### src/rtl/adc_ad4003_acq_ctrl.sv
// AD4003 conversion/readout sequencer: CNV pulse, SCK gate, delayed read window.
// Optional overrun counter port enabled by defining ADC_OVERRUN_CNT_EN.
module adc_ad4003_acq_ctrl #(
  parameter int ADC_DATA_WIDTH = 18,
  parameter int CNV_CYCLES     = 26,
  parameter int READ_LAT       = 4,
  parameter int TCQ            = 1
) (
  input  logic        adc_clk,
  input  logic        rstn,
  input  logic        enable,
  input  logic        trigger,
  output logic        adc_cnv,
  output logic        adc_sck_en,
  output logic        reader_en,
  output logic        busy,
  output logic        frame_done,
  output logic        overrun
`ifdef ADC_OVERRUN_CNT_EN
  ,
  output logic [15:0] overrun_cnt
`endif
);

  typedef enum logic [1:0] {
    IDLE,
    CONV,
    SHIFT,
    DRAIN
  } state_t;

  state_t     state;
  logic [7:0] cnv_cnt;
  logic [4:0] bit_cnt;
  logic [3:0] drain_cnt;

  generate
    if (CNV_CYCLES < 2 || CNV_CYCLES > 255 || READ_LAT < 0 || READ_LAT > 15 ||
        ADC_DATA_WIDTH < 1 || ADC_DATA_WIDTH > 32 || TCQ < 0) begin : g_param_err
      $error("adc_ad4003_acq_ctrl: parameter out of legal range");
    end
  endgenerate

  always_ff @(posedge adc_clk or negedge rstn) begin
    if (!rstn) begin
      state      <= IDLE;
      cnv_cnt    <= '0;
      bit_cnt    <= '0;
      drain_cnt  <= '0;
      adc_cnv    <= 1'b0;
      adc_sck_en <= 1'b0;
      busy       <= 1'b0;
      frame_done <= 1'b0;
      overrun    <= 1'b0;
    end else begin
      overrun <= trigger && (state != IDLE);
      case (state)
        IDLE: begin
          if (trigger && enable) begin
            state   <= CONV;
            adc_cnv <= 1'b1;
            busy    <= 1'b1;
            cnv_cnt <= 8'(CNV_CYCLES - 1);
          end
        end
        CONV: begin
          if (cnv_cnt == '0) begin
            state      <= SHIFT;
            adc_cnv    <= 1'b0;
            adc_sck_en <= 1'b1;
            bit_cnt    <= 5'(ADC_DATA_WIDTH - 1);
          end else begin
            cnv_cnt <= cnv_cnt - 8'd1;
          end
        end
        SHIFT: begin
          if (bit_cnt == '0) begin
            state      <= DRAIN;
            adc_sck_en <= 1'b0;
            drain_cnt  <= 4'(READ_LAT);
            // With no read latency the window has already closed, so the
            // done pulse coincides with the single DRAIN cycle.
            frame_done <= (READ_LAT == 0);
          end else begin
            bit_cnt <= bit_cnt - 5'd1;
          end
        end
        DRAIN: begin
          if (frame_done) begin
            state      <= IDLE;
            busy       <= 1'b0;
            frame_done <= 1'b0;
          end else if (drain_cnt <= 4'd1) begin
            frame_done <= 1'b1;
          end else begin
            drain_cnt <= drain_cnt - 4'd1;
          end
        end
        default: state <= IDLE;
      endcase
    end
  end

  generate
    if (READ_LAT == 0) begin : g_rd_direct
      assign reader_en = adc_sck_en;
    end else begin : g_rd_pipe
      logic [READ_LAT-1:0] rd_pipe;
      always_ff @(posedge adc_clk or negedge rstn) begin
        if (!rstn) rd_pipe <= '0;
        else       rd_pipe <= READ_LAT'({rd_pipe, adc_sck_en});
      end
      assign reader_en = rd_pipe[READ_LAT-1];
    end
  endgenerate

`ifdef ADC_OVERRUN_CNT_EN
  always_ff @(posedge adc_clk or negedge rstn) begin
    if (!rstn)                           overrun_cnt <= '0;
    else if (!enable)                    overrun_cnt <= '0;
    else if (overrun && overrun_cnt != '1) overrun_cnt <= overrun_cnt + 16'd1;
  end
`endif

endmodule

### config.mk
export PLATFORM = sky130hd
export DESIGN_NAME = adc_ad4003_acq_ctrl
export DESIGN_NICKNAME = d
export VERILOG_FILES = /design/src/rtl/adc_ad4003_acq_ctrl.sv
export SDC_FILE = /design/constraint.sdc
export NUM_CORES = 1
export LEC_CHECK = 0
export BUFFER_PORTS_ARGS = -buffer_cell sky130_fd_sc_hd__buf_2
export CORE_UTILIZATION = 25
export DETAILED_ROUTE_END_ITERATION = 16
export PLACE_DENSITY = 0.41
export SYNTH_ARGS = -nofsm -noshare
export SYNTH_HDL_FRONTEND = slang
export SYNTH_SLANG_ARGS = --single-unit
### constraint.sdc
create_clock -name adc_clk -period 2.1 [get_ports adc_clk]
set_input_delay 0.21 -clock adc_clk [delete_from_list [all_inputs] [get_ports adc_clk]]
set_output_delay 0.21 -clock adc_clk [all_outputs]
set_load 0.02 [all_outputs]
==> flow_summary_export.csv, run 1 <==
group,metric,value,unit
power_and_ir_drop,irDropWorstVdd,519,uV
timing,period_minus_slack,1.98,ns
cells_and_area,syn2layout_area_growth,15.3,%
worst_setup_path,cp_max_fo,5,
cts,cts.sink_count,28,
synthesis,synth_top_cell_area_share,43.6,%
global_route,use_met3,2.64,%
synthesis,syn-cell-area,1610,um^2
synthesis,syn-mean-instance-area,9.86,um^2
worst_setup_path,cp_slowest_cell,"or4_4",
timing,rsz0062_at_grt,"false",
synthesis,synth_warnings,0,
cells_and_area,utilization,30.6,%
global_route,gr-usage-met1,15.6,%
floorplanning,die_area,6750,um^2
global_route,grt_antenna_before_repair,0,
floorplanning,rows,28,
route,routed-via-count,1308,
synthesis,ys_top_cells_by_area,"dfrtp_1, ha_1, mux2i_1",
global_route,grt.total_usage,12.5,%
cts,clk_pin_slew,0.10,ns
cells_and_area,layout-drive-gt1-share,18.3,%
timing,timing.fmax,506,MHz
route,dr.pass1.iters,4,
synthesis,ys_seq_elements,28,
route,wirelength,3690,um
timing,fin_skew,0.000974,ns
cts,cts_root_buf,"clkbuf_8",
global_route,grtUsageMet2,21.4,%
timing,slew_headroom,57.7,%
placement,io_buffers,9,
synthesis,syn_inst,163,
global_route,top_usage_layer,"met2",
cts,cts_max_path_buffers,2,
timing,hold_violations,0,
synthesis,yosysSeqAreaShare,43.6,%
floorplanning,core_area,6060,um^2
route,drcViolationCount,0,
worst_setup_path,required,2.27,ns
worst_setup_path,worstSetupPathType,"register to register",
cells_and_area,antennaDiodeCount,0,
power_and_ir_drop,p_leak,0.805,nW
synthesis,synth_top_area_cell,"dfrtp_1",
global_route,grt_overflow,0,
global_route,grt_pass1_wl,6320,um
synthesis,synth_nets,177,
worst_setup_path,arrival,2.15,ns
cts,numCtsBuffers,3,
run,cap_violations,0,
worst_setup_path,slowest_delay,0.44,ns
placement,dp_hpwl,2700,um
synthesis,synth-edff-count,0,
synthesis,ys_top_cells_by_count,"dfrtp_1, nor2_1, inv_1, o21ai_0",
worst_setup_path,cp_cell_sequence,"inv_1 -> ha_1 -> nor4b_2 -> nor2_2 -> or4_4 -> mux2_4",
timing,tns,0,ns
route,wire_per_inst,14.5,um
timing,worst_pin_slew,0.635,ns
floorplanning,initial_utilization,26.5,%
placement,gp_congestion,0.840,
synthesis,synth_most_common_cell,"dfrtp_1",
cts,htreeDepth,1,
route,routed_via_density,5.13,
timing,slew_violations,0,
global_route,grt_max_degree,29,
floorplanning,die_h,82.2,um
timing,setup_viol,0,
synthesis,synth_ff_type,"dfrtp_1",
route,drt_iter0_markers,82,
floorplanning,ioPinCount,10,
cells_and_area,final_nets,196,
worst_setup_path,cp-start-kind,"register",
floorplanning,dieWidth,82.2,um
cts,clk_latency,0.27,ns
cells_and_area,nFillCells,628,
synthesis,ys_types,40,
synthesis,async_flop_share,100,%
outcome,run_status,"completed",
hold_path,min_path_type,"primary input to register",
power_and_ir_drop,power_density,1490,nW/um^2
cts,cts_tree,"done",
route,antenna_left,0,
global_route,grt_pass1_vias,1324,
timing,finalCritPeriodShare,94.2,%
worst_setup_path,crit_path_end_kind,"register",
==> registers in the layout, summed over array words and instances, names as in the netlist <==
name	cells
cnv_cnt	8
frame_done	1
busy	1
overrun	1
bit_cnt	5
state	2
adc_cnv	1
g_rd_pipe.rd_pipe	4
adc_sck_en	1
drain_cnt	4
==> cells in the final DEF, fill, tap and decap left out, types with 4 or more instances in the layout <==
cell,instances
dfrtp_1,28
nor2_1,12
inv_1,11
o21ai_0,11
nand2_1,10
ha_1,10
buf_4,10
buf_2,9
mux2i_1,6
o31ai_1,6
nand2b_1,6
nor4_1,5
a21oi_1,5
or4_1,4
o2bb2ai_1,4
==> repair_timing <==
| action | 4_1_cts | 5_1_grt |
|---|---|---|
| resized for setup | 0 | 2 |
| endpoints found under the setup margin | 0 | 11 |
| hold buffers | 1 | 0 |
| buffers inserted | 0 | 2 |
| endpoints found under the hold margin | 28 | 0 |
==> power by group <==
part | switching (mW) | total (mW) | internal, mW
combinational | 0.801 | 1.47 | 0.670
clock | 0.171 | 0.300 | 0.129
sequential | 0.231 | 0.992 | 0.761
total | 1.20 | 2.76 | 1.56
==> layout make-up <==
cell class	instances	area, um^2	share of cell area [%]
Clock buffer	3	41.3	2.23
Inverter	11	41.3	2.23
Multi-Input combinational cell	118	845	45.6
Sequential cell	28	701	37.8
Tap cell	75	93.8	5.07
Timing Repair Buffer	20	130	7.03
==> critical path, delay by kind of cell (launching register included) <==
kind	cells	cell delay, ns
multiplexers	1	0.30
flip-flops	1	0.41
AND/OR/NAND/NOR	3	0.82
adder cells (fa/ha/maj)	1	0.23
buffers and inverters	1	0.09
==> cells by family (layout without fill, tap and decap cells) <==
group           Yosys count  count (layout)  share of synthesized area [%]
simple gates             58              58                           21.2
compound gates           43              43                           18.5
flops                    28              28                           43.6
buf+inv                  17              34                           4.21
fa+ha+maj                10              10                           7.79
mux                       7               7                           4.67
==> final timing paths <==
kind                                            from              endpoint  slack (ns)  depth (start not counted)
worst max-delay path                      bit_cnt[0]              state[1]        0.12                          6
worst min-delay path                         trigger               overrun        0.21                          2
worst max register to register            bit_cnt[0]              state[1]        0.12                          6
worst min register to register  g_rd_pipe.rd_pipe[0]  g_rd_pipe.rd_pipe[1]        0.36                          0
max in group asynchronous                       rstn            bit_cnt[4]        1.21                          2
min in group asynchronous                       rstn            cnv_cnt[5]        0.48                          2
==> layer usage <==
metal,vias to the layer above,wire length (um)
li1,633,-
met1,650,1790
met2,21,1780
met3,4,88
met4,0,33
met5,-,0
==> stage by stage <==
step | total power [mW] | std cells | setup slack [ns] | area [um^2] | hold slack, ns
floorplan | 1.99 | 163 | 0.136 | 1610 | -0.0856
global route | 3.04 | 255 | 0.00331 | 1850 | 0.209
detailed placement | 2.44 | 249 | 0.0581 | 1780 | 0.288
CTS | 2.76 | 253 | 0.0334 | 1830 | 0.200
global placement | 2.40 | 249 | 0.133 | 1780 | 0.284
finish | 2.76 | 255 | 0.123 | 1850 | 0.212
No activity file was read; power rests on OpenSTA's default activity.
==> run 2: changes to the inputs <==
--- a/config.mk
+++ b/config.mk
@@ -6,9 +6,9 @@
 export NUM_CORES = 1
 export LEC_CHECK = 0
 export BUFFER_PORTS_ARGS = -buffer_cell sky130_fd_sc_hd__buf_2
-export CORE_UTILIZATION = 25
+export CORE_UTILIZATION = 30
 export DETAILED_ROUTE_END_ITERATION = 16
-export PLACE_DENSITY = 0.41
+export PLACE_DENSITY = 0.45
 export SYNTH_ARGS = -nofsm -noshare
 export SYNTH_HDL_FRONTEND = slang
 export SYNTH_SLANG_ARGS = --single-unit
==> constraint.sdc (replaced) <==
create_clock -name adc_clk -period 2.05 [get_ports adc_clk]
set_input_delay 0.205 -clock adc_clk [delete_from_list [all_inputs] [get_ports adc_clk]]
set_output_delay 0.205 -clock adc_clk [all_outputs]
set_load 0.02 [all_outputs]
==> run 2 against run 1 <==
  * Global-route usage is 1.5 points higher
  * Design area increased by 1.4%
  * Wire length is 5.5% lower
  * Sequential power is essentially flat
  * Worst setup slack got worse by 0.027 ns
  * Non-clock buffer count is 4 higher
  * Register-to-register slack got worse by 0.03 ns
  * Maximum frequency up 1.2%
  * Sequential share of layout area down 0.53 points
  * Utilization grew 6.0 points
  * Critical path depth grew 1
  * Sequential cell count did not move
  * Critical path type unchanged
  * Critical endpoint is now cnv_cnt[6]
  * Highest routed layer unchanged
==> flow_summary_export.csv, run 2 (synthesis results as in run 1) <==
group,metric,value,unit
worst_setup_path,crit_path_end_kind,"register",
global_route,grt_max_degree,29,
route,antenna_left,0,
global_route,grt.total_usage,14.0,%
worst_setup_path,slowest_delay,0.49,ns
timing,hold_violations,0,
worst_setup_path,r2r_end,"cnv_cnt[6]",
cts,clk_latency,0.27,ns
global_route,grt_pass1_vias,1280,
timing,setup_viol,0,
global_route,top_usage_layer,"met2",
placement,placed_cell_area,1820,um^2
cells_and_area,antennaDiodeCount,0,
global_route,grtUsageMet2,23.6,%
worst_setup_path,cp_max_fo,17,
worst_setup_path,critPathBufInv,2,
global_route,grt_overflow,0,
cells_and_area,nFillCells,550,
power_and_ir_drop,power_density,1520,nW/um^2
global_route,gr-usage-met1,18.6,%
worst_setup_path,required,2.25,ns
timing,timing.fmax,512,MHz
cts,numCtsBuffers,3,
floorplanning,ioPinCount,10,
cts,htreeDepth,1,
timing,period_minus_slack,1.95,ns
timing,hold_ws,0.214,ns
run,cap_violations,0,
power_and_ir_drop,irDropWorstVdd,692,uV
outcome,run_status,"completed",
cells_and_area,largest_reg_flops,8,
power_and_ir_drop,design_power_total,2.86,mW
worst_setup_path,worstSetupPathType,"register to register",
timing,worst_pin_slew,0.628,ns
worst_setup_path,cp-start-kind,"register",
route,drt_iter0_markers,53,
route,wire_per_inst,13.7,um
cells_and_area,layout_commonest_cell,"dfrtp_1",
worst_setup_path,worstRegToRegCells,7,
floorplanning,die_area,5650,um^2
timing,rsz0062_at_grt,"false",
floorplanning,die_h,75.2,um
cts,clk_pin_slew,0.09,ns
route,routed-via-count,1276,
cells_and_area,final_nets,200,
worst_setup_path,r2r_setup_slack,0.1,ns
cts,cts_tree,"done",
worst_setup_path,arrival,2.16,ns
route,wirelength,3490,um
timing,finalCritPeriodShare,95.3,%
timing,tns,0,ns
cells_and_area,layout-drive-gt1-share,20.7,%
global_route,use_met3,3.21,%
cells_and_area,layout_common_cells,"dfrtp_1, buf_4, nor2_1",
route,drcViolationCount,0,
cts,cts_max_path_buffers,2,
floorplanning,initial_utilization,31.3,%
floorplanning,dieWidth,75.2,um
cells_and_area,syn2layout_area_growth,16.9,%
worst_setup_path,critPathTopFamily,"simple AND/OR/NAND/NOR gates",
placement,dp.cells,250,
hold_path,min_path_cells,2,
cells_and_area,stdcell_count,254,
cts,cts.sink_count,28,
power_and_ir_drop,p_leak,0.824,nW
route,dr.pass1.iters,4,
worst_setup_path,cp_cell_sequence,"inv_1 -> ha_1 -> nor3b_2 -> buf_4 -> and3_2 -> or4_1 -> a21oi_1",
worst_setup_path,cp.depth,7,
timing,slew_violations,0,
placement,io_buffers,9,
worst_setup_path,endpoint,"cnv_cnt[6]",
floorplanning,rows,26,
route,routed_via_density,5.02,
timing,slew_headroom,58.1,%
worst_setup_path,cp_slowest_cell,"or4_1",
timing,fin_skew,0.00161,ns
placement,gp_congestion,0.790,
worst_setup_path,crit_start,"cnv_cnt[0]",
global_route,grt_pass1_wl,5970,um
worst_setup_path,r2r-start,"cnv_cnt[0]",
floorplanning,core_area,5140,um^2
cts,cts_setup_buffers,0,
cts,cts_root_buf,"clkbuf_8",
placement,dp_hpwl,2610,um
cells_and_area,top_regs,"cnv_cnt x8, bit_cnt x5",
cells_and_area,top_register,"cnv_cnt",
cells_and_area,finalInstanceArea,1880,um^2
hold_path,min_path_type,"primary input to register",
global_route,grt_antenna_before_repair,0,
[run 2: per-layer routing]
layer | vias up | routed length, um | part of all wire (%)
met5 | - | 0 | 0
li1 | 640 | - | -
met4 | 0 | 22 | 0.63
met1 | 619 | 1690 | 48
met3 | 2 | 93 | 2.7
met2 | 15 | 1680 | 48
[run 2: final cells by class]
type / instances / area [um^2] / share of cell area (%)
Timing Repair Buffer: 24 / 160 / 8.53
Clock buffer: 3 / 41.3 / 2.20
Inverter: 11 / 41.3 / 2.20
Tap cell: 70 / 87.6 / 4.66
Multi-Input combinational cell: 118 / 847 / 45.1
Sequential cell: 28 / 701 / 37.3
[run 2: timing repair]
item	in CTS	in global routing
resized for setup	0	3
endpoints found under the hold margin	28	0
hold buffers	1	0
endpoints found under the setup margin	0	11
[run 2: worst min-delay path by stage]
stage | start | endpoint | slack, ns
floorplan | rstn | adc_cnv | -0.09
global placement | rstn | cnv_cnt[5] | 0.27
detailed placement | rstn | cnv_cnt[4] | 0.27
CTS | trigger | overrun | 0.21
global route | trigger | overrun | 0.22
finish | trigger | overrun | 0.21
[run 2: stage by stage]
stage                     worst slack [ns]  utilization (%)
after CTS                           0.0215             36.4
after global routing               0.00671             36.5
final                               0.0956             36.5
after detailed placement            0.0649             35.4
after global placement               0.108             35.4
after floorplan                     0.0863                -
[run 2: power breakdown]
group / internal (mW) / total [mW] / switching [mW] / leakage (nW)
sequential: 0.780 / 1.01 / 0.234 / 0.346
clock: 0.132 / 0.303 / 0.171 / 0.0216
combinational: 0.733 / 1.54 / 0.812 / 0.456
[run 2: worst reg2reg max path: cells and delay by family, from the launching register on]
kind	cells	cell delay (ns)
buffers and inverters	2	0.21
flip-flops	1	0.39
AND/OR/NAND/NOR	3	0.95
AO/OA/AOI/OAI	1	0.15
adder cells (fa/ha/maj)	1	0.19
